[config.mk]
export PLATFORM = sky130hd
export DESIGN_NAME = seq_detector
export DESIGN_NICKNAME = d
export VERILOG_FILES = /design/src/rtl/seq_detector.sv
export SDC_FILE = /design/constraint.sdc
export NUM_CORES = 1
export LEC_CHECK = 0
export ABC_AREA = 1
export BUFFER_PORTS_ARGS = -buffer_cell sky130_fd_sc_hd__buf_2
export CAP_MARGIN = 10
export CORE_AREA = 2 2 39 41
export DETAILED_ROUTE_END_ITERATION = 8
export DIE_AREA = 0 0 41 43
export PLACE_DENSITY = 0.69
export SYNTH_ARGS = -nofsm -noshare
export SYNTH_HDL_FRONTEND = slang
export SYNTH_SLANG_ARGS = --single-unit
[constraint.sdc]
create_clock -name clk -period 2.2 [get_ports clk]
set_input_delay 0.33 -clock clk [delete_from_list [all_inputs] [get_ports clk]]
set_output_delay 0.33 -clock clk [all_outputs]
set_load 0.005 [all_outputs]
[src/rtl/seq_detector.sv]
// seq_detector: serial pattern matcher with overlap/non-overlap modes; SEQ_DETECTOR_COUNT_EN adds a saturating match counter
module seq_detector #(
    parameter int WIDTH = 4,
    parameter int CNT_W = 8,
    localparam int SW = $clog2(WIDTH + 1)
) (
    input  logic             clk,
    input  logic             rst_b,
    input  logic             en,
    input  logic             x,
    input  logic [WIDTH-1:0] pattern,
    input  logic             ld,
    input  logic             overlap,
    input  logic             clear,
    output logic             match,
    output logic [SW-1:0]    state
`ifdef SEQ_DETECTOR_COUNT_EN
    ,
    output logic [CNT_W-1:0] count
`endif
);
    localparam logic [SW-1:0] FULL = SW'(WIDTH);
    logic [WIDTH-1:0] pat_q, hist, hist_n;
    logic [SW-1:0]    fill, fill_n;
    logic             hit;
    always_comb begin
        hist_n = {hist[WIDTH-2:0], x};
        fill_n = (fill == FULL) ? fill : fill + SW'(1);
        hit    = (hist_n == pat_q) && (fill_n == FULL);
    end
    always_ff @(posedge clk or negedge rst_b) begin
        if (!rst_b) begin
            pat_q <= '0;
            hist  <= '0;
            fill  <= '0;
            match <= 1'b0;
        end else if (clear) begin
            hist  <= '0;
            fill  <= '0;
            match <= 1'b0;
        end else if (ld) begin
            pat_q <= pattern;
            hist  <= '0;
            fill  <= '0;
            match <= 1'b0;
        end else if (en) begin
            hist  <= hist_n;
            fill  <= (hit && !overlap) ? '0 : fill_n;
            match <= hit;
        end else begin
            match <= 1'b0;
        end
    end
    assign state = fill;
`ifdef SEQ_DETECTOR_COUNT_EN
    always_ff @(posedge clk or negedge rst_b) begin
        if (!rst_b)
            count <= '0;
        else if (clear)
            count <= '0;
        else if (!ld && en && hit && !(&count))
            count <= count + CNT_W'(1);
    end
`endif
endmodule
==> flow_summary.json, run 1 <==
{
  "worst_path_max_delay_cell": "dfrtp_1",
  "synthTopCellsByArea": "dfrtp_1 (47%), nand2_1 (11%), mux2_1 (5.7%)",
  "clock-sinks": 11,
  "hold_path_class": "primary input to register",
  "fin_nets": 101,
  "wl_um": 993,
  "rsz0062_at_grt": "false",
  "critPathKind": "register to register",
  "grt.overflow.total": 0,
  "n_antenna_cell": 0,
  "cts.path.max_buffers": 2,
  "synthTopCellsByCount": "nand2_1 (18), dfrtp_1 (11), inv_1 (8)",
  "antenna_found_initial": 0,
  "postRouteAntennaNets": 0,
  "routed_via_density": 4.54,
  "fin_crit_sh": 0.604,
  "htree_levels": 1,
  "grt_max_degree": 12,
  "cp_cell_sequence": "inv_1 -> ha_1 -> inv_1 -> nand3_2 -> nor2_2 -> nand3_1 -> nand2_1 -> nand2_1",
  "critPathRequiredTime_ns": 2.37,
  "cp_max_fo": 4,
  "dr_total_vias": 468,
  "synth_cells": 68,
  "critPathMaxStageDelay_ns": 0.38,
  "peakVddDrop_uv": 449,
  "fin_hold_ws_ns": 0.266,
  "final_hold_viol_count": 0,
  "syn_area_per_cell_um2": 8.65,
  "drcViolationCount": 0,
  "setup-violations-final": 0,
  "drt_iter0_drc": 2,
  "crit_path_start_kind": "register",
  "coreArea_um2": 1380,
  "clock_tree.root_cell": "clkbuf_4",
  "drv_cap": 0,
  "arrival_ns": 1.50,
  "end_kind": "register",
  "synth.largest_area_cell": "dfrtp_1",
  "cts_resized": 0,
  "critPathBufInv": 2,
  "slew_headroom": 0.833,
  "synth-edff-count": 0,
  "drive_gt1_frac": 0.322,
  "gp_congestion": 0.743,
  "syn-num-nets": 81,
  "cp_top_family": "flip-flops",
  "fillers": 138,
  "ys_ff_latch": 11,
  "dr.pass1.iters": 3,
  "ys.flop_type": "dfrtp_1",
  "yosysWarnings": 0,
  "ys_types": 18,
  "setup_tns_ns": 0,
  "start_util": 0.425,
  "worst_pin_slew_ns": 0.249,
  "ys_async_sr_fraction": 1.00,
  "grt_pass1_wl_um": 1720,
  "leakage_uw": 0.000364,
  "fin_skew_ns": 0.00428,
  "hpwl_um": 780,
  "fmax_ghz": 0.752,
  "outcome": "complete, no violations",
  "track_usage": 0.149,
  "synth_top_area_frac": 0.468,
  "ios": 15,
  "row_count": 14,
  "synth_area_um2": 588,
  "io_buffer_count": 14,
  "fp.dieW_um": 41,
  "cts_tree": "done",
  "cts_made_buffers": 3,
  "dieArea_um2": 1760,
  "clkSlewWorstSetupHoldPaths_ns": 0.07,
  "synth_seq_area_share": 0.468,
  "area_growth_pct": 21.5,
  "wl_per_cell_um": 9.64,
  "grt_pass1_vias": 437,
  "clock_latency_ns": 0.27,
  "layout_min_cycle_time_ns": 1.33,
  "final-max-slew-violation-count": 0,
  "power_density_nw_per_um2": 582,
  "dieHeight_um": 43,
  "post-synth-top-count-cell": "nand2_1"
}
stage by stage:
| step | std cells | total power, µW | area, µm² | utilization | setup slack (ns) |
|---|---|---|---|---|---|
| after CTS | 103 | 421 | 714 | 0.516 | 0.870 |
| after global placement | 98 | 284 | 678 | 0.490 | 0.917 |
| after global routing | 103 | 438 | 714 | 0.516 | 0.756 |
| after detailed placement | 98 | 286 | 678 | 0.490 | 0.883 |
| final | 103 | 416 | 714 | 0.516 | 0.870 |
| after floorplan | 68 | 263 | 588 | - | 0.921 |
path summary, 6_finish.rpt:
check                                     start                    to  slack [ns]  depth (start not counted)
max                        state[0]$_DFFE_PN0P_  state[2]$_DFFE_PN0P_        0.87                          8
min                                  pattern[3]  pat_q[3]$_DFFE_PN0P_        0.27                          2
max reg2reg                state[0]$_DFFE_PN0P_  state[2]$_DFFE_PN0P_        0.87                          8
min reg2reg                pat_q[1]$_DFFE_PN0P_  pat_q[1]$_DFFE_PN0P_        0.52                          1
max in group asynchronous                 rst_b  pat_q[0]$_DFFE_PN0P_        1.53                          2
min in group asynchronous                 rst_b       match$_DFF_PN0_        0.46                          2
state kept, by name (all words and copies together) (netlist names):
signal and count:
pat_q 4, hist 3, state 3, match 1
logic make-up (layout without fill, tap and decap cells):
kind of cell	Yosys count	count (layout)	share of synthesized area
XOR/XNOR	3	3	0.0447
flip-flops	11	11	0.468
AO/OA/AOI/OAI	7	7	0.0638
multiplexers	3	3	0.0574
AND/OR/NAND/NOR	30	30	0.247
adder cells (fa/ha/maj)	2	2	0.0425
buffers and inverters	12	31	0.0766
layout by cell type, fill, tap and decap left out:
cell type	count
nor2_1	3
xnor2_1	3
nand3_1	2
nand2_1	18
buf_2	14
mux2_1	3
inv_1	8
clkbuf_1	1
clkbuf_4	3
inv_2	4
a21oi_1	1
ha_1	2
o21ai_1	3
nor2_4	1
o22ai_1	2
nand3_2	1
dfrtp_1	11
nor3_2	1
o21ai_0	1
nand2_2	1
nor2_2	3
dlygate4sd3_1	1
worst reg2reg max path: cells and delay by family (launching register included):
kind,cells,cell delay [ns]
adder cells (fa/ha/maj),1,0.29
buffers and inverters,2,0.17
flip-flops,1,0.38
AND/OR/NAND/NOR,5,0.38
repair_timing:
item,CTS,global route
setup endpoints to repair,0,0
hold buffers,1,0
buffers inserted,0,0
endpoints found under the hold margin,11,0
metal layers:
layer,track usage,vias up,wire [µm]
met2,0.206,11,449
met3,0.0314,5,46
li1,-,247,-
met4,0.120,0,36
met5,0,-,0
met1,0.189,205,462
area by class of cell:
cell class	instances	area (µm²)	area share
multi-input cells	45	268	0.375
repair buffers	15	80.1	0.112
inverters	12	45.0	0.0630
well taps	16	20.0	0.0280
flip-flops and latches	11	275	0.385
clock buffers	4	26.3	0.0368
report_power, final:
part,switching (µW),internal (µW)
Clock,63.7,70.2
Sequential,8.22,215
Combinational,31.2,28.1
Total,103,313
(Power assumes the default switching activity.)
==> run 2, diff against run 1 <==
--- a/config.mk
+++ b/config.mk
@@ -5,7 +5,7 @@
 export SDC_FILE = /design/constraint.sdc
 export NUM_CORES = 1
 export LEC_CHECK = 0
-export ABC_AREA = 1
+export ABC_AREA = 0
 export BUFFER_PORTS_ARGS = -buffer_cell sky130_fd_sc_hd__buf_2
 export CAP_MARGIN = 10
 export CORE_AREA = 2 2 39 41
==> constraint.sdc (replaced) <==
create_clock -name clk -period 1.2 [get_ports clk]
set_input_delay 0.18 -clock clk [delete_from_list [all_inputs] [get_ports clk]]
set_output_delay 0.18 -clock clk [all_outputs]
set_load 0.005 [all_outputs]
==> flow_summary.json, run 2 <==
{
  "final_hold_viol_count": 0,
  "synth.largest_area_cell": "dfrtp_1",
  "area_growth_pct": 33.2,
  "track_usage": 0.146,
  "critPathRequiredTime_ns": 1.39,
  "dr.pass1.iters": 3,
  "mostFrequentLayoutCell": "buf_2",
  "htree_levels": 1,
  "outcome": "complete, but fails checks",
  "start_util": 0.401,
  "dieArea_um2": 1760,
  "ys_types": 21,
  "grt.overflow.total": 0,
  "holdPathStages": 2,
  "final-max-slew-violation-count": 0,
  "largest_reg_flops": 4,
  "ys_ff_latch": 11,
  "syn_area_per_cell_um2": 11.1,
  "rr_startpoint": "state[0]$_DFFE_PN0P_",
  "rsz0062_at_grt": "true",
  "final_cell_mix": "buf_2 (14), dfrtp_1 (11), nor2_1 (7), buf_4 (7), xnor2_1 (5)",
  "ys.flop_type": "dfrtp_1",
  "drt_iter0_drc": 2,
  "wl_per_cell_um": 10.7,
  "coreArea_um2": 1380,
  "r2r.worst_path.cells": 6,
  "synth_area_um2": 554,
  "peakVddDrop_uv": 526,
  "post-synth-top-count-cell": "dfrtp_1",
  "synth-edff-count": 0,
  "end_kind": "register",
  "critPathKind": "register to register",
  "drive_gt1_frac": 0.432,
  "arrival_ns": 1.65,
  "cts.path.max_buffers": 2,
  "postRouteAntennaNets": 0,
  "violations": "negative setup slack",
  "worst_pin_slew_ns": 0.249,
  "power_switching_uw": 182,
  "grt_pass1_vias": 430,
  "io_buffer_count": 14,
  "p_seq_frac": 0.527,
  "clock_tree.root_cell": "clkbuf_4",
  "hold_path.startpoint": "pattern[0]",
  "instances_no_fill": 90,
  "fillers": 124,
  "antenna_found_initial": 0,
  "drv_cap": 0,
  "hold_path_class": "primary input to register",
  "ios": 15,
  "slew_headroom": 0.834,
  "synth_seq_area_share": 0.497,
  "setup-violations-final": 2,
  "synthTopCellsByCount": "dfrtp_1 (11), nor2_1 (7), xnor2_1 (5)",
  "cts_made_buffers": 3,
  "grt_max_degree": 12,
  "fin_nets": 88,
  "clkSlewWorstSetupHoldPaths_ns": 0.07,
  "leakage_uw": 0.000358,
  "layout_min_cycle_time_ns": 1.46,
  "routed_via_density": 4.69,
  "regMostFlops": "pat_q",
  "comb_power_share": 0.163,
  "power_density_nw_per_um2": 1050,
  "clock-sinks": 11,
  "dr_total_vias": 422,
  "fin_hold_ws_ns": 0.147,
  "internal_power_uw": 596,
  "gp_congestion": 0.684,
  "synth_cells": 50,
  "netSwitchingFraction": 0.233,
  "fin_skew_ns": 0.00547,
  "drcViolationCount": 0,
  "hpwl_um": 794,
  "pwr-share-clk": 0.310,
  "clock_latency_ns": 0.26,
  "ys_async_sr_fraction": 1.00,
  "worst_slack_ns": -0.259,
  "wl_um": 961,
  "fin_crit_sh": 1.22,
  "crit_path_start_kind": "register",
  "cp_max_fo": 2,
  "row_count": 14,
  "yosysWarnings": 0,
  "ff2ff_setup_slack_ns": -0.26,
  "syn-num-nets": 63,
  "n_antenna_cell": 0,
  "grt_pass1_wl_um": 1690,
  "hold_path_end": "pat_q[0]$_DFFE_PN0P_",
  "synth_top_area_frac": 0.497,
  "dieHeight_um": 43,
  "reg2reg_to": "match$_DFF_PN0_",
  "fp.dieW_um": 41,
  "numPlacedInstances": 85,
  "synthTopCellsByArea": "dfrtp_1 (50%), mux2_2 (8.1%), xnor2_1 (7.9%)",
  "cts_tree": "done",
  "fmax_ghz": 0.685
}
[run 2: changes by cell type after synthesis, sizes merged, moves of 2 or more]
| cell | delta |
|---|---|
| inv | -9 |
| mux2i | +4 |
| nand3 | -2 |
| xnor2 | +2 |
| o21ai | -4 |
| o22ai | -2 |
| nand2 | -17 |
| clkbuf | +2 |
[run 2: final cells by class]
type,instances,area (µm²),share of cell area
clock buffers,4,26.3,0.0356
inverters,3,11.3,0.0153
multi-input cells,34,273,0.369
flip-flops and latches,11,275,0.373
well taps,16,20.0,0.0271
repair buffers,22,133,0.180
[run 2: through the flow]
step           total power, µW  setup slack (ns)  area (µm²)   util  TNS, ns
3_5_place_dp               544            -0.249         702  0.507   -0.423
6_report                   778            -0.259         738  0.533   -0.441
4_1_cts                    795            -0.268         738  0.533   -0.455
3_3_place_gp               539            -0.199         702  0.507   -0.365
5_1_grt                    841            -0.329         738  0.533   -0.564
2_1_floorplan              493            -0.246         567      -   -0.443
[run 2: power by group through the flow]
stage	registers (µW)	logic [µW]	clock network, µW
after floorplan	415	77.2	0
after global placement	416	123	0
after detailed placement	418	126	0
after CTS	411	129	255
after global routing	413	142	286
final	410	127	241
[run 2: what timing repair did]
action                                  in CTS  in global routing
hold buffers                                 1                  0
buffers inserted                             0                  0
pin swaps                                    0                  0
endpoints found under the setup margin       2                  2
resized for setup                            0                  0
endpoints found under the hold margin       11                  0
[run 2: worst max-delay path by stage]
stage,startpoint,end
after CTS,state[0]$_DFFE_PN0P_,match$_DFF_PN0_
after global routing,state[0]$_DFFE_PN0P_,match$_DFF_PN0_
final,state[0]$_DFFE_PN0P_,match$_DFF_PN0_
after global placement,state[1]$_DFFE_PN0P_,match$_DFF_PN0_
after floorplan,state[0]$_DFFE_PN0P_,match$_DFF_PN0_
after detailed placement,state[0]$_DFFE_PN0P_,match$_DFF_PN0_
[run 2: layer usage]
metal,track usage,routed length (µm),up-vias
met2,0.244,486,11
met4,0.0800,0,0
li1,-,-,217
met5,0,0,-
met3,0.0314,46,0
met1,0.160,429,194
[run 2: cells by family (layout without fill, tap and decap cells)]
kind of cell    after synthesis  count (layout)  synth area share
buf+inv                       5              29            0.0339
compound gates                2               2            0.0316
mux                           8               8             0.153
xor+xnor                      6               6            0.0948
fa+ha+maj                     2               2            0.0451
simple gates                 16              16             0.144
flops                        11              11             0.497
[run 2: worst max-delay path: stages (launching register included)]
cell and delay, ns:
dfrtp_1 0.38, inv_2 0.08, ha_4 0.13, nand2_2 0.05, xnor2_1 0.13, or4_1 0.50
nor2_1 0.10
==> run 3, diff against run 2 <==
--- a/config.mk
+++ b/config.mk
@@ -8,9 +8,10 @@
 export ABC_AREA = 0
 export BUFFER_PORTS_ARGS = -buffer_cell sky130_fd_sc_hd__buf_2
 export CAP_MARGIN = 10
-export CORE_AREA = 2 2 39 41
+export CORE_AREA = 4 4 41 43
+export CTS_CLUSTER_SIZE = 12
 export DETAILED_ROUTE_END_ITERATION = 8
-export DIE_AREA = 0 0 41 43
+export DIE_AREA = 0 0 45 47
 export PLACE_DENSITY = 0.69
 export SYNTH_ARGS = -nofsm -noshare
 export SYNTH_HDL_FRONTEND = slang
==> flow_summary.json, run 3 (synthesis results as in run 2) <==
{
  "worst_pin_slew_ns": 0.246,
  "slew_headroom": 0.836,
  "hpwl_um": 819,
  "grt_max_degree": 12,
  "fin_nets": 88,
  "htree_levels": 1,
  "track_usage": 0.118,
  "r2r.worst_path.cells": 6,
  "arrival_ns": 1.64,
  "setup-violations-final": 2,
  "fin_crit_sh": 1.19,
  "crit_path_start_kind": "register",
  "p_seq_frac": 0.520,
  "critPathKind": "register to register",
  "drt_iter0_drc": 0,
  "antenna_found_initial": 0,
  "power_uw": 788,
  "rr_startpoint": "state[0]$_DFFE_PN0P_",
  "dr_total_vias": 431,
  "internal_power_uw": 596,
  "postRouteAntennaNets": 0,
  "regMostFlops": "pat_q",
  "power_switching_uw": 192,
  "clkSlewWorstSetupHoldPaths_ns": 0.07,
  "dieArea_um2": 2120,
  "violations": "negative setup slack",
  "cp_max_fo": 2,
  "wl_per_cell_um": 10.8,
  "power_density_nw_per_um2": 1070,
  "cts_resized": 0,
  "fmax_ghz": 0.698,
  "grt_pass1_wl_um": 1720,
  "comb_power_share": 0.157,
  "largest_reg_flops": 4,
  "rsz0062_at_grt": "true",
  "ff2ff_setup_slack_ns": -0.23,
  "fillers": 127,
  "grt_pass1_vias": 419,
  "row_count": 13,
  "clock-sinks": 11,
  "cts.path.max_buffers": 2,
  "drv_cap": 0,
  "cts_made_buffers": 3,
  "n_antenna_cell": 0,
  "outcome": "complete, but fails checks",
  "critPathRequiredTime_ns": 1.41,
  "reg2reg_to": "match$_DFF_PN0_",
  "final_hold_viol_count": 0,
  "wl_um": 963,
  "grt.overflow.total": 0,
  "coreArea_um2": 1300,
  "io_buffer_count": 14,
  "hold_path_end": "pat_q[0]$_DFFE_PN0P_",
  "dieHeight_um": 47,
  "area_growth_pct": 33.0,
  "fin_skew_ns": 0.00634,
  "final-max-slew-violation-count": 0,
  "gp_congestion": 0.752,
  "finish.utilization": 0.566,
  "end_kind": "register",
  "drcViolationCount": 0,
  "pwr-share-clk": 0.324,
  "fin_hold_ws_ns": 0.133,
  "cts_tree": "done",
  "netSwitchingFraction": 0.243,
  "ios": 15,
  "final_cell_mix": "buf_2 (14), dfrtp_1 (11), nor2_1 (7), buf_4 (7), xnor2_1 (5)",
  "dp_worst_setup_slack_ns": -0.229,
  "routed_via_density": 4.84,
  "dr.pass1.iters": 1,
  "mostFrequentLayoutCell": "buf_2",
  "hold_path.startpoint": "pattern[0]",
  "peakVddDrop_uv": 784,
  "worst_slack_ns": -0.233,
  "layout_min_cycle_time_ns": 1.43,
  "clock_latency_ns": 0.27,
  "hold_path_class": "primary input to register",
  "leakage_uw": 0.000358,
  "clock_tree.root_cell": "clkbuf_4",
  "holdPathStages": 2,
  "start_util": 0.426,
  "drive_gt1_frac": 0.432,
  "fp.dieW_um": 45,
  "postCtsSetupBuffers": 0
}
## run 3: cell counts in the layout (fill, tap and decap cells not counted)
No cell type changed its count.
## run 3: critical path: stages, from the launching register on
cell,delay (ns)
dfrtp_1,0.39
inv_2,0.09
ha_4,0.13
nand2_2,0.05
xnor2_1,0.13
or4_1,0.49
nor2_1,0.09
## run 3: cell type report
class | count | area, µm² | share of cell area
timing repair buffer | 22 | 133 | 0.180
inverter | 3 | 11.3 | 0.0153
multi-input combinational | 34 | 273 | 0.370
sequential | 11 | 275 | 0.374
clock buffer | 4 | 26.3 | 0.0357
tap | 15 | 18.8 | 0.0255
## run 3: how the worst max path moves through the flow
stage,endpoint,cells past startpoint,slack (ns),from
floorplan,match$_DFF_PN0_,6,-0.25,state[0]$_DFFE_PN0P_
global placement,match$_DFF_PN0_,6,-0.21,state[0]$_DFFE_PN0P_
detailed placement,match$_DFF_PN0_,6,-0.23,state[0]$_DFFE_PN0P_
CTS,match$_DFF_PN0_,6,-0.24,state[0]$_DFFE_PN0P_
global route,match$_DFF_PN0_,6,-0.31,state[0]$_DFFE_PN0P_
finish,match$_DFF_PN0_,6,-0.23,state[0]$_DFFE_PN0P_
## run 3: through the flow
step	setup TNS [ns]	instance area [µm²]	std cells
after floorplan	-0.443	567	50
after global placement	-0.386	701	84
after detailed placement	-0.418	701	84
after CTS	-0.437	737	89
after global routing	-0.612	737	89
final	-0.412	737	89
## run 3: repair_timing
action,in CTS,in global routing
setup endpoints to repair,2,2
hold endpoints to repair,11,0
cloned,0,0
hold buffers,1,0
## run 3: power by group through the flow
stage | sequential [µW] | combinational (µW) | clock (µW)
after floorplan | 415 | 77.2 | 0
after global placement | 416 | 123 | 0
after detailed placement | 418 | 124 | 0
after CTS | 410 | 127 | 268
after global routing | 413 | 139 | 291
final | 409 | 124 | 255
## run 3: metal layers
layer	up-vias	GRT usage	part of all wire	wire (µm)
met5	-	0	0	0
met4	0	0.105	0.038	37
met3	5	0.0230	0.069	66
met2	14	0.195	0.47	450
met1	194	0.129	0.42	409
li1	218	-	-	-
